===== config.mk =====
export PLATFORM = sky130hd
export DESIGN_NAME = mem_port_arbiter_flat
export DESIGN_NICKNAME = d
export VERILOG_FILES = /design/src/rtl/mem_port_arbiter_if.sv /design/src/rtl/mem_port_arbiter.sv /design/src/flat_wrapper.sv
export SDC_FILE = /design/constraint.sdc
export NUM_CORES = 1
export LEC_CHECK = 0
export CAP_MARGIN = 20
export CORE_ASPECT_RATIO = 0.6
export CORE_MARGIN = 1.5
export CORE_UTILIZATION = 26
export DETAILED_ROUTE_END_ITERATION = 10
export PLACE_DENSITY = 0.68
export SLEW_MARGIN = 20
export SYNTH_ARGS = -nofsm -noshare
export SYNTH_HDL_FRONTEND = slang
export SYNTH_SLANG_ARGS = --single-unit

===== constraint.sdc =====
create_clock -name clk -period 2 [get_ports clk]
set_clock_uncertainty 0.05 [all_clocks]
set_input_delay 0.4 -clock clk [delete_from_list [all_inputs] [get_ports clk]]
set_output_delay 0.4 -clock clk [all_outputs]
set_load 0.01 [all_outputs]

===== src/rtl/mem_port_arbiter_if.sv =====
// Bundle of the fetch, load/store and memory-side signals of the unified memory port arbiter.
// slave is the arbiter's view; master is the view of the requesters and the memory.
interface mem_port_arbiter_if #(
    parameter int ADDR_W = 10,
    parameter int DATA_W = 32
);
    logic              fetch_req;
    logic [ADDR_W-1:0] fetch_addr;
    logic              fetch_flush;
    logic              fetch_gnt;
    logic              fetch_rvalid;
    logic [DATA_W-1:0] fetch_rdata;

    logic              data_req;
    logic              data_we;
    logic [ADDR_W-1:0] data_addr;
    logic [DATA_W-1:0] data_wdata;
    logic              data_gnt;
    logic              data_rvalid;
    logic [DATA_W-1:0] data_rdata;
    logic              data_err;

    logic [ADDR_W-1:0] mem_addr;
    logic              mem_we;
    logic [DATA_W-1:0] mem_wdata;
    logic [DATA_W-1:0] mem_rdata;

    modport slave (
        input  fetch_req, fetch_addr, fetch_flush,
        input  data_req, data_we, data_addr, data_wdata,
        input  mem_rdata,
        output fetch_gnt, fetch_rvalid, fetch_rdata,
        output data_gnt, data_rvalid, data_rdata, data_err,
        output mem_addr, mem_we, mem_wdata
    );

    modport master (
        output fetch_req, fetch_addr, fetch_flush,
        output data_req, data_we, data_addr, data_wdata,
        output mem_rdata,
        input  fetch_gnt, fetch_rvalid, fetch_rdata,
        input  data_gnt, data_rvalid, data_rdata, data_err,
        input  mem_addr, mem_we, mem_wdata
    );
endinterface


===== src/rtl/mem_port_arbiter.sv =====
// Shares one memory port between instruction fetch and load/store, data having priority.
// Define MEM_ARB_STARVE_GUARD_EN to force a fetch grant after MAX_DATA_STREAK data grants.
module mem_port_arbiter #(
    parameter int ADDR_W          = 10,
    parameter int DATA_W          = 32,
    parameter int MAX_DATA_STREAK = 4
) (
    input  logic              clk,
    input  logic              rst_n,
    mem_port_arbiter_if.slave bus
);

    typedef enum logic {
        OWN_FETCH = 1'b0,
        OWN_DATA  = 1'b1
    } owner_e;

    typedef struct packed {
        logic   valid;
        owner_e owner;
        logic   is_read;
        logic   err;
    } ret_t;

    logic              guard_force;
    logic              fetch_acc;
    logic              data_acc;
    logic              data_misal;

    logic [ADDR_W-1:0] mem_addr_q, mem_addr_d;
    logic              mem_we_q, mem_we_d;
    logic [DATA_W-1:0] mem_wdata_q, mem_wdata_d;
    ret_t              ret_q, ret_d;
    logic              fetch_rvalid_q, fetch_rvalid_d;
    logic [DATA_W-1:0] fetch_rdata_q, fetch_rdata_d;
    logic              data_rvalid_q, data_rvalid_d;
    logic              data_err_q, data_err_d;
    logic [DATA_W-1:0] data_rdata_q, data_rdata_d;

    if (MAX_DATA_STREAK < 1) begin : g_cfg_check
        $error("MAX_DATA_STREAK must be at least 1");
    end

`ifdef MEM_ARB_STARVE_GUARD_EN
    localparam int CNT_W = $clog2(MAX_DATA_STREAK + 1);

    logic [CNT_W-1:0] streak_q, streak_d;

    // Saturates so a flushed cycle at the limit cannot wrap the count.
    always_comb begin
        streak_d = streak_q;
        if (!bus.fetch_req || fetch_acc) begin
            streak_d = '0;
        end else if (data_acc && (streak_q != CNT_W'(MAX_DATA_STREAK))) begin
            streak_d = streak_q + CNT_W'(1);
        end
    end

    always_ff @(posedge clk) begin
        if (!rst_n) begin
            streak_q <= '0;
        end else begin
            streak_q <= streak_d;
        end
    end

    assign guard_force = (streak_q == CNT_W'(MAX_DATA_STREAK)) && bus.fetch_req && !bus.fetch_flush;
`else
    assign guard_force = 1'b0;
`endif

    assign data_acc   = rst_n && bus.data_req && !guard_force;
    assign fetch_acc  = rst_n && bus.fetch_req && !bus.fetch_flush && (!bus.data_req || guard_force);
    assign data_misal = |bus.data_addr[1:0];

    assign bus.data_gnt  = data_acc;
    assign bus.fetch_gnt = fetch_acc;

    always_comb begin
        mem_addr_d  = mem_addr_q;
        mem_we_d    = 1'b0;
        mem_wdata_d = mem_wdata_q;
        ret_d       = '0;
        if (fetch_acc) begin
            mem_addr_d    = bus.fetch_addr & ~ADDR_W'(3);
            ret_d.valid   = 1'b1;
            ret_d.owner   = OWN_FETCH;
            ret_d.is_read = 1'b1;
        end else if (data_acc) begin
            ret_d.valid   = 1'b1;
            ret_d.owner   = OWN_DATA;
            ret_d.is_read = !bus.data_we;
            ret_d.err     = data_misal;
            // Misaligned accesses never reach the port, which also keeps byte+3 inside the array.
            if (!data_misal) begin
                mem_addr_d  = bus.data_addr;
                mem_we_d    = bus.data_we;
                mem_wdata_d = bus.data_wdata;
            end
        end
    end

    always_comb begin
        fetch_rvalid_d = ret_q.valid && (ret_q.owner == OWN_FETCH) && !bus.fetch_flush;
        fetch_rdata_d  = fetch_rdata_q;
        if (ret_q.valid && (ret_q.owner == OWN_FETCH)) begin
            fetch_rdata_d = bus.mem_rdata;
        end
        data_rvalid_d = ret_q.valid && (ret_q.owner == OWN_DATA) && (ret_q.is_read || ret_q.err);
        data_err_d    = ret_q.valid && (ret_q.owner == OWN_DATA) && ret_q.err;
        data_rdata_d  = data_rdata_q;
        if (data_rvalid_d) begin
            data_rdata_d = ret_q.err ? '0 : bus.mem_rdata;
        end
    end

    always_ff @(posedge clk) begin
        if (!rst_n) begin
            mem_addr_q     <= '0;
            mem_we_q       <= 1'b0;
            mem_wdata_q    <= '0;
            ret_q          <= '0;
            fetch_rvalid_q <= 1'b0;
            fetch_rdata_q  <= '0;
            data_rvalid_q  <= 1'b0;
            data_err_q     <= 1'b0;
            data_rdata_q   <= '0;
        end else begin
            mem_addr_q     <= mem_addr_d;
            mem_we_q       <= mem_we_d;
            mem_wdata_q    <= mem_wdata_d;
            ret_q          <= ret_d;
            fetch_rvalid_q <= fetch_rvalid_d;
            fetch_rdata_q  <= fetch_rdata_d;
            data_rvalid_q  <= data_rvalid_d;
            data_err_q     <= data_err_d;
            data_rdata_q   <= data_rdata_d;
        end
    end

    assign bus.mem_addr     = mem_addr_q;
    assign bus.mem_we       = mem_we_q;
    assign bus.mem_wdata    = mem_wdata_q;
    assign bus.fetch_rvalid = fetch_rvalid_q;
    assign bus.fetch_rdata  = fetch_rdata_q;
    assign bus.data_rvalid  = data_rvalid_q;
    assign bus.data_err     = data_err_q;
    assign bus.data_rdata   = data_rdata_q;

endmodule


===== src/flat_wrapper.sv =====
// flat-port wrapper written by rule: the top's interface ports become plain ports
module mem_port_arbiter_flat 
#(
    parameter int ADDR_W          = 10,
    parameter int DATA_W          = 32,
    parameter int MAX_DATA_STREAK = 4
)
  (clk, rst_n, bus_fetch_req, bus_fetch_addr, bus_fetch_flush, bus_data_req, bus_data_we, bus_data_addr, bus_data_wdata, bus_mem_rdata, bus_fetch_gnt, bus_fetch_rvalid, bus_fetch_rdata, bus_data_gnt, bus_data_rvalid, bus_data_rdata, bus_data_err, bus_mem_addr, bus_mem_we, bus_mem_wdata);
  mem_port_arbiter_if #(.ADDR_W(ADDR_W), .DATA_W(DATA_W)) bus_i ();
  input  logic clk;
  input  logic rst_n;
  input wire logic [$bits(bus_i.fetch_req)-1:0] bus_fetch_req;
  input wire logic [$bits(bus_i.fetch_addr)-1:0] bus_fetch_addr;
  input wire logic [$bits(bus_i.fetch_flush)-1:0] bus_fetch_flush;
  input wire logic [$bits(bus_i.data_req)-1:0] bus_data_req;
  input wire logic [$bits(bus_i.data_we)-1:0] bus_data_we;
  input wire logic [$bits(bus_i.data_addr)-1:0] bus_data_addr;
  input wire logic [$bits(bus_i.data_wdata)-1:0] bus_data_wdata;
  input wire logic [$bits(bus_i.mem_rdata)-1:0] bus_mem_rdata;
  output wire logic [$bits(bus_i.fetch_gnt)-1:0] bus_fetch_gnt;
  output wire logic [$bits(bus_i.fetch_rvalid)-1:0] bus_fetch_rvalid;
  output wire logic [$bits(bus_i.fetch_rdata)-1:0] bus_fetch_rdata;
  output wire logic [$bits(bus_i.data_gnt)-1:0] bus_data_gnt;
  output wire logic [$bits(bus_i.data_rvalid)-1:0] bus_data_rvalid;
  output wire logic [$bits(bus_i.data_rdata)-1:0] bus_data_rdata;
  output wire logic [$bits(bus_i.data_err)-1:0] bus_data_err;
  output wire logic [$bits(bus_i.mem_addr)-1:0] bus_mem_addr;
  output wire logic [$bits(bus_i.mem_we)-1:0] bus_mem_we;
  output wire logic [$bits(bus_i.mem_wdata)-1:0] bus_mem_wdata;
  assign bus_i.fetch_req = bus_fetch_req;
  assign bus_i.fetch_addr = bus_fetch_addr;
  assign bus_i.fetch_flush = bus_fetch_flush;
  assign bus_i.data_req = bus_data_req;
  assign bus_i.data_we = bus_data_we;
  assign bus_i.data_addr = bus_data_addr;
  assign bus_i.data_wdata = bus_data_wdata;
  assign bus_i.mem_rdata = bus_mem_rdata;
  assign bus_fetch_gnt = bus_i.fetch_gnt;
  assign bus_fetch_rvalid = bus_i.fetch_rvalid;
  assign bus_fetch_rdata = bus_i.fetch_rdata;
  assign bus_data_gnt = bus_i.data_gnt;
  assign bus_data_rvalid = bus_i.data_rvalid;
  assign bus_data_rdata = bus_i.data_rdata;
  assign bus_data_err = bus_i.data_err;
  assign bus_mem_addr = bus_i.mem_addr;
  assign bus_mem_we = bus_i.mem_we;
  assign bus_mem_wdata = bus_i.mem_wdata;
  mem_port_arbiter #(.ADDR_W(ADDR_W), .DATA_W(DATA_W), .MAX_DATA_STREAK(MAX_DATA_STREAK)) u_core (.clk(clk), .rst_n(rst_n), .bus(bus_i));
endmodule

; Word-level counts from Yosys, hierarchy flattened
; Index checks and enable logic that the tools add are counted.
[totals]
wordCells = 46
ff_bits = 114
out_inout_bits = 112
[op_classes]
muxes = 6
reduce_logical = 21
n_eq_ne = 1
bitwise = 5
[op_table]
columns = cell, count
row1 = 2-to-1 mux 32 bit, 1
row2 = 2-to-1 mux 10 bit, 3
row3 = logical AND 1 bit, 9
row4 = inverter 1 bit, 5
row5 = OR reduction 5 bit, 1
row6 = 2-to-1 mux 4 bit, 1
row7 = AND reduction 2 bit, 2
row8 = OR reduction 2 bit, 2
row9 = zero test 1 bit, 3
row10 = 2-to-1 mux 3 bit, 1
row11 = AND reduction 3 bit, 1
row12 = OR reduction 3 bit, 1
row13 = != test 2 bit (second input constant), 1
row14 = nonzero test 2 bit, 1
row15 = logical OR 1 bit, 1

; Longest topological paths before layout
[depth]
word_depth = 5
depth_mapped = 5

; Worst setup path after synthesis
; OpenSTA, ideal clock, no wires.
[synth_path]
kind = reg2reg
from = register u_core.ret_q[0] (netlist bit)
to = register u_core.data_rdata_q[10] (netlist: u_core.bus.data_rdata[10])
setup_slack_ps = 740
t_arrival_ps = 1093
setup_ps = 117
stages_incl_launch_ff = 6
period_less_slack_ps = 1260
cell_sequence = dfxtp_1 -> o211ai_1 -> and2_1 -> clkbuf_2 -> buf_4 -> a22o_1
[synth_between]
elab_chain_cells = 2
word_cells_on_any_way = 3
classes_between = mux (1) / reduce/logical (2)
[synth_rtl]
columns = element, line
row1 = from (decl), mem_port_arbiter.sv:33  ; ret_t ret_q, ret_d;
row2 = from (signal assigned), mem_port_arbiter.sv:132  ; ret_q <= ret_d;
row3 = logical OR 1 bit, mem_port_arbiter.sv:109  ; data_rvalid_d = ret_q.valid && (ret_q.owner == OWN_DATA) && (ret_q.is_read || ret_q.err);
row4 = logical AND 1 bit, mem_port_arbiter.sv:109
row5 = to (signal assigned), mem_port_arbiter.sv:137  ; data_rdata_q <= data_rdata_d;
row6 = to (decl), mem_port_arbiter.sv:38  ; logic [DATA_W-1:0] data_rdata_q, data_rdata_d;
; Several ways; a longest one is shown, not always the timed one.
; A chain may end at the register's enable or synchronous reset.

; Worst setup path in the final report
[layout_path]
from = input port bus_data_req
to = output port bus_data_gnt
[layout_between]
elab_chain_cells = 1
[layout_rtl]
columns = element, line
row1 = from (decl), flat_wrapper.sv:15  ; input wire logic [$bits(bus_i.data_req)-1:0] bus_data_req;
row2 = logical AND 1 bit, mem_port_arbiter.sv:72  ; assign data_acc = rst_n && bus.data_req && !guard_force;
row3 = to (decl), flat_wrapper.sv:23  ; output wire logic [$bits(bus_i.data_gnt)-1:0] bus_data_gnt;
; Every way passes these cells.

==> impl_metrics.json <==
{
  "outcome": "complete, no violations",
  "rr_worst_depth": 4,
  "period_needed_ns": 1.88,
  "power_density_mw_per_mm2": 868,
  "first_pass_iters": 5,
  "grt_overflow": 0,
  "finalNetCount": 715,
  "rows": 34,
  "irDropWorstVdd_mv": 0.459,
  "final_layout_size_suffix_gt1_share_pct": 8.46,
  "synth_area_per_cell_um2": 9.05,
  "synth_nets": 512,
  "io_pins": 202,
  "worst_pin_slew_ns": 0.399,
  "post_cts_buffers": 0,
  "die_area_mm2": 0.0155,
  "r2r_slack_ns": 0.65,
  "arrival_ns": 1.43,
  "synth_cell_types": 25,
  "critical_path_class": "in2out",
  "dp_hpwl_mm": 8.77,
  "drtAntennaViolNets": 0,
  "maxCapViolations": 0,
  "cts.path.max_buffers": 2,
  "numPortBuffers": 199,
  "hold_path.class": "reg2reg",
  "r2r_end": "u_core.bus.data_rdata[5]$_SDFFE_PN0P_",
  "clk_pin_slew_ns": 0.06,
  "synth_area_mm2": 0.00382,
  "ys_seq_area_share_pct": 59.7,
  "p_leak_nw": 2.60,
  "ys.warnings.count": 0,
  "grt_first_pass_wirelength_mm": 19.3,
  "htree_levels": 4,
  "rsz0062_at_grt": "false",
  "crit_start": "bus_data_req",
  "cts.sinks": 114,
  "cp-start-kind": "input port",
  "start_util_pct": 26.5,
  "clk_latency_ns": 0.40,
  "setup_viol": 0,
  "hold_viol": 0,
  "routed_wl_mm": 12.0,
  "fin_ws_ns": 0.125,
  "max_slew_margin_pct": 73.4,
  "drt_iter0_markers": 152,
  "area_delta_synth_final_pct": 74.5,
  "cts_made_buffers": 17,
  "core_mm2": 0.0144,
  "avgRoutedWirePerCell_um": 14.4,
  "fp.dieH_um": 96.9,
  "cp-endpoint": "bus_data_gnt",
  "period_share_pct": 93.8,
  "place_ws_ns": -0.336,
  "vias_per_cell": 4.48,
  "clock.fmax_mhz": 533,
  "gp_congestion": 0.737,
  "grt_max_degree": 38,
  "slew_violations": 0,
  "die_x_um": 159,
  "cts_tree": "built",
  "grt_antenna_before_repair": 0,
  "drc": 0,
  "crit_required_ns": 1.55,
  "ys_ff_latch": 114,
  "antennaDiodeCount": 0,
  "reg2reg_from": "u_core.ret_q[0]$_SDFF_PP0_",
  "vias": 3742,
  "endpoint_kind": "output port",
  "cts-root-buf": "clkbuf_16",
  "whs_ns": 0.403,
  "hold_buffers": 0,
  "path_max_fanout": 3,
  "grt_use_total_pct": 15.7,
  "power_mw": 5.78,
  "synth_cells": 422,
  "grt_pass1_vias": 3840,
  "fill_cells": 1370
}
## timing repair
item,in CTS,in global routing
hold endpoints to repair,0,0
resized for setup,5,1
pin swaps,1,0
setup endpoints to repair,2,1
## through the flow
step           TNS, ns  area (µm²)  instances  util [%]
6_report             0        6670        836      46.2
5_1_grt              0        6670        836      46.2
4_1_cts              0        6650        836      46.1
3_5_place_dp     -9.27        6090        804      42.2
3_3_place_gp     -6.27        6090        804      42.2
2_1_floorplan        0        3820        422         -
## worst min path at each step
| stage | startpoint | end | slack [ns] | cells after the start |
|---|---|---|---|---|
| after floorplan | u_core.ret_q[0]$_SDFF_PP0_ | u_core.bus.data_err$_SDFF_PN0_ | 0.38 | 2 |
| after global placement | u_core.bus.mem_wdata[8]$_SDFFE_PN0P_ | u_core.bus.mem_wdata[8]$_SDFFE_PN0P_ | 0.39 | 2 |
| after detailed placement | u_core.bus.mem_wdata[1]$_SDFFE_PN0P_ | u_core.bus.mem_wdata[1]$_SDFFE_PN0P_ | 0.40 | 2 |
| after CTS | u_core.bus.fetch_rdata[11]$_SDFFE_PN0P_ | u_core.bus.fetch_rdata[11]$_SDFFE_PN0P_ | 0.41 | 2 |
| after global routing | u_core.bus.fetch_rdata[23]$_SDFFE_PN0P_ | u_core.bus.fetch_rdata[23]$_SDFFE_PN0P_ | 0.42 | 2 |
| final | u_core.bus.mem_wdata[1]$_SDFFE_PN0P_ | u_core.bus.mem_wdata[1]$_SDFFE_PN0P_ | 0.40 | 2 |
## registers in the layout (all words and copies together) (netlist names)
register	flops
u_core.ret_q	4
u_core.bus.data_err	1
u_core.bus.mem_addr	10
u_core.bus.fetch_rdata	32
u_core.bus.mem_we	1
u_core.bus.fetch_rvalid	1
u_core.bus.data_rvalid	1
u_core.bus.mem_wdata	32
u_core.bus.data_rdata	32
## placed cells by master (no fill, tap or decap), types with 2 or more instances in the layout
cell | synthesis | layout
clkdlybuf4s50_1 | 0 | 196
nand2_1 | 132 | 132
dfxtp_1 | 114 | 114
nand3_1 | 40 | 40
a21oi_1 | 39 | 39
a22o_1 | 32 | 32
clkbuf_16 | 0 | 17
buf_4 | 6 | 14
a22oi_1 | 7 | 7
nor2_1 | 5 | 5
clkinvlp_4 | 0 | 5
inv_1 | 4 | 4
buf_12 | 0 | 4
clkinv_2 | 0 | 3
inv_6 | 0 | 3
clkinv_4 | 0 | 3
and2_1 | 2 | 2
and3_1 | 2 | 2
o21ai_0 | 2 | 2
dlygate4sd2_1 | 0 | 2
## worst max-delay path, cell delays in order
cell,delay (ns)
clkdlybuf4s50_1,0.48
buf_4,0.12
nand2_1,0.08
inv_1,0.07
dlygate4sd2_1,0.28
## cells in the mapped netlist
master | number | area share, %
o21ai_0 | 2 | 0.26
clkbuf_2 | 1 | 0.13
o211ai_1 | 1 | 0.20
and4bb_1 | 1 | 0.33
a22oi_1 | 7 | 1.4
and2_1 | 2 | 0.33
buf_2 | 12 | 1.6
nand2_1 | 132 | 13
a22o_1 | 32 | 7.3
a21oi_1 | 39 | 5.1
nand3_1 | 40 | 5.2
inv_1 | 4 | 0.39
clkinv_1 | 1 | 0.098
nand4bb_1 | 2 | 0.59
nand2b_1 | 1 | 0.16
a31oi_1 | 1 | 0.16
nor3_1 | 1 | 0.13
dfxtp_1 | 114 | 60
nor3b_2 | 1 | 0.33
nor2_1 | 5 | 0.49
clkbuf_1 | 13 | 1.3
buf_1 | 1 | 0.098
buf_4 | 6 | 1.2
and3_1 | 2 | 0.33
nor2b_1 | 1 | 0.16
## layout make-up
cell class / count / area, µm² / share of cell area [%]
clock buffer: 17 / 425 / 6.38
clock inverter: 15 / 135 / 2.03
inverter: 5 / 18.8 / 0.282
multi-input combinational: 270 / 1380 / 20.7
sequential: 114 / 2280 / 34.2
tap: 198 / 248 / 3.72
timing repair buffer: 217 / 2180 / 32.6
## where the power goes
| part | total [mW] | internal [mW] | switching (mW) | leakage [nW] |
|---|---|---|---|---|
| Sequential | 2.39 | 2.35 | 0.0404 | 0.926 |
| Combinational | 0.564 | 0.331 | 0.233 | 1.41 |
| Clock | 2.83 | 1.71 | 1.12 | 0.262 |
## cells by family after synthesis
logic type      count (synthesis)  synth area share (%)
flops                         114                  59.7
compound gates                 82                  14.4
buf+inv                        38                  4.75
simple gates                  188                  21.1
## per-layer routing
layer / routed length [µm] / track usage (%) / part of all wire, %
met4: 140 / 4.28 / 1.2
met2: 5310 / 25.4 / 44
met3: 1070 / 7.16 / 8.9
met5: 0 / 0 / 0
met1: 5490 / 18.8 / 46
(Power assumes the default switching activity.)
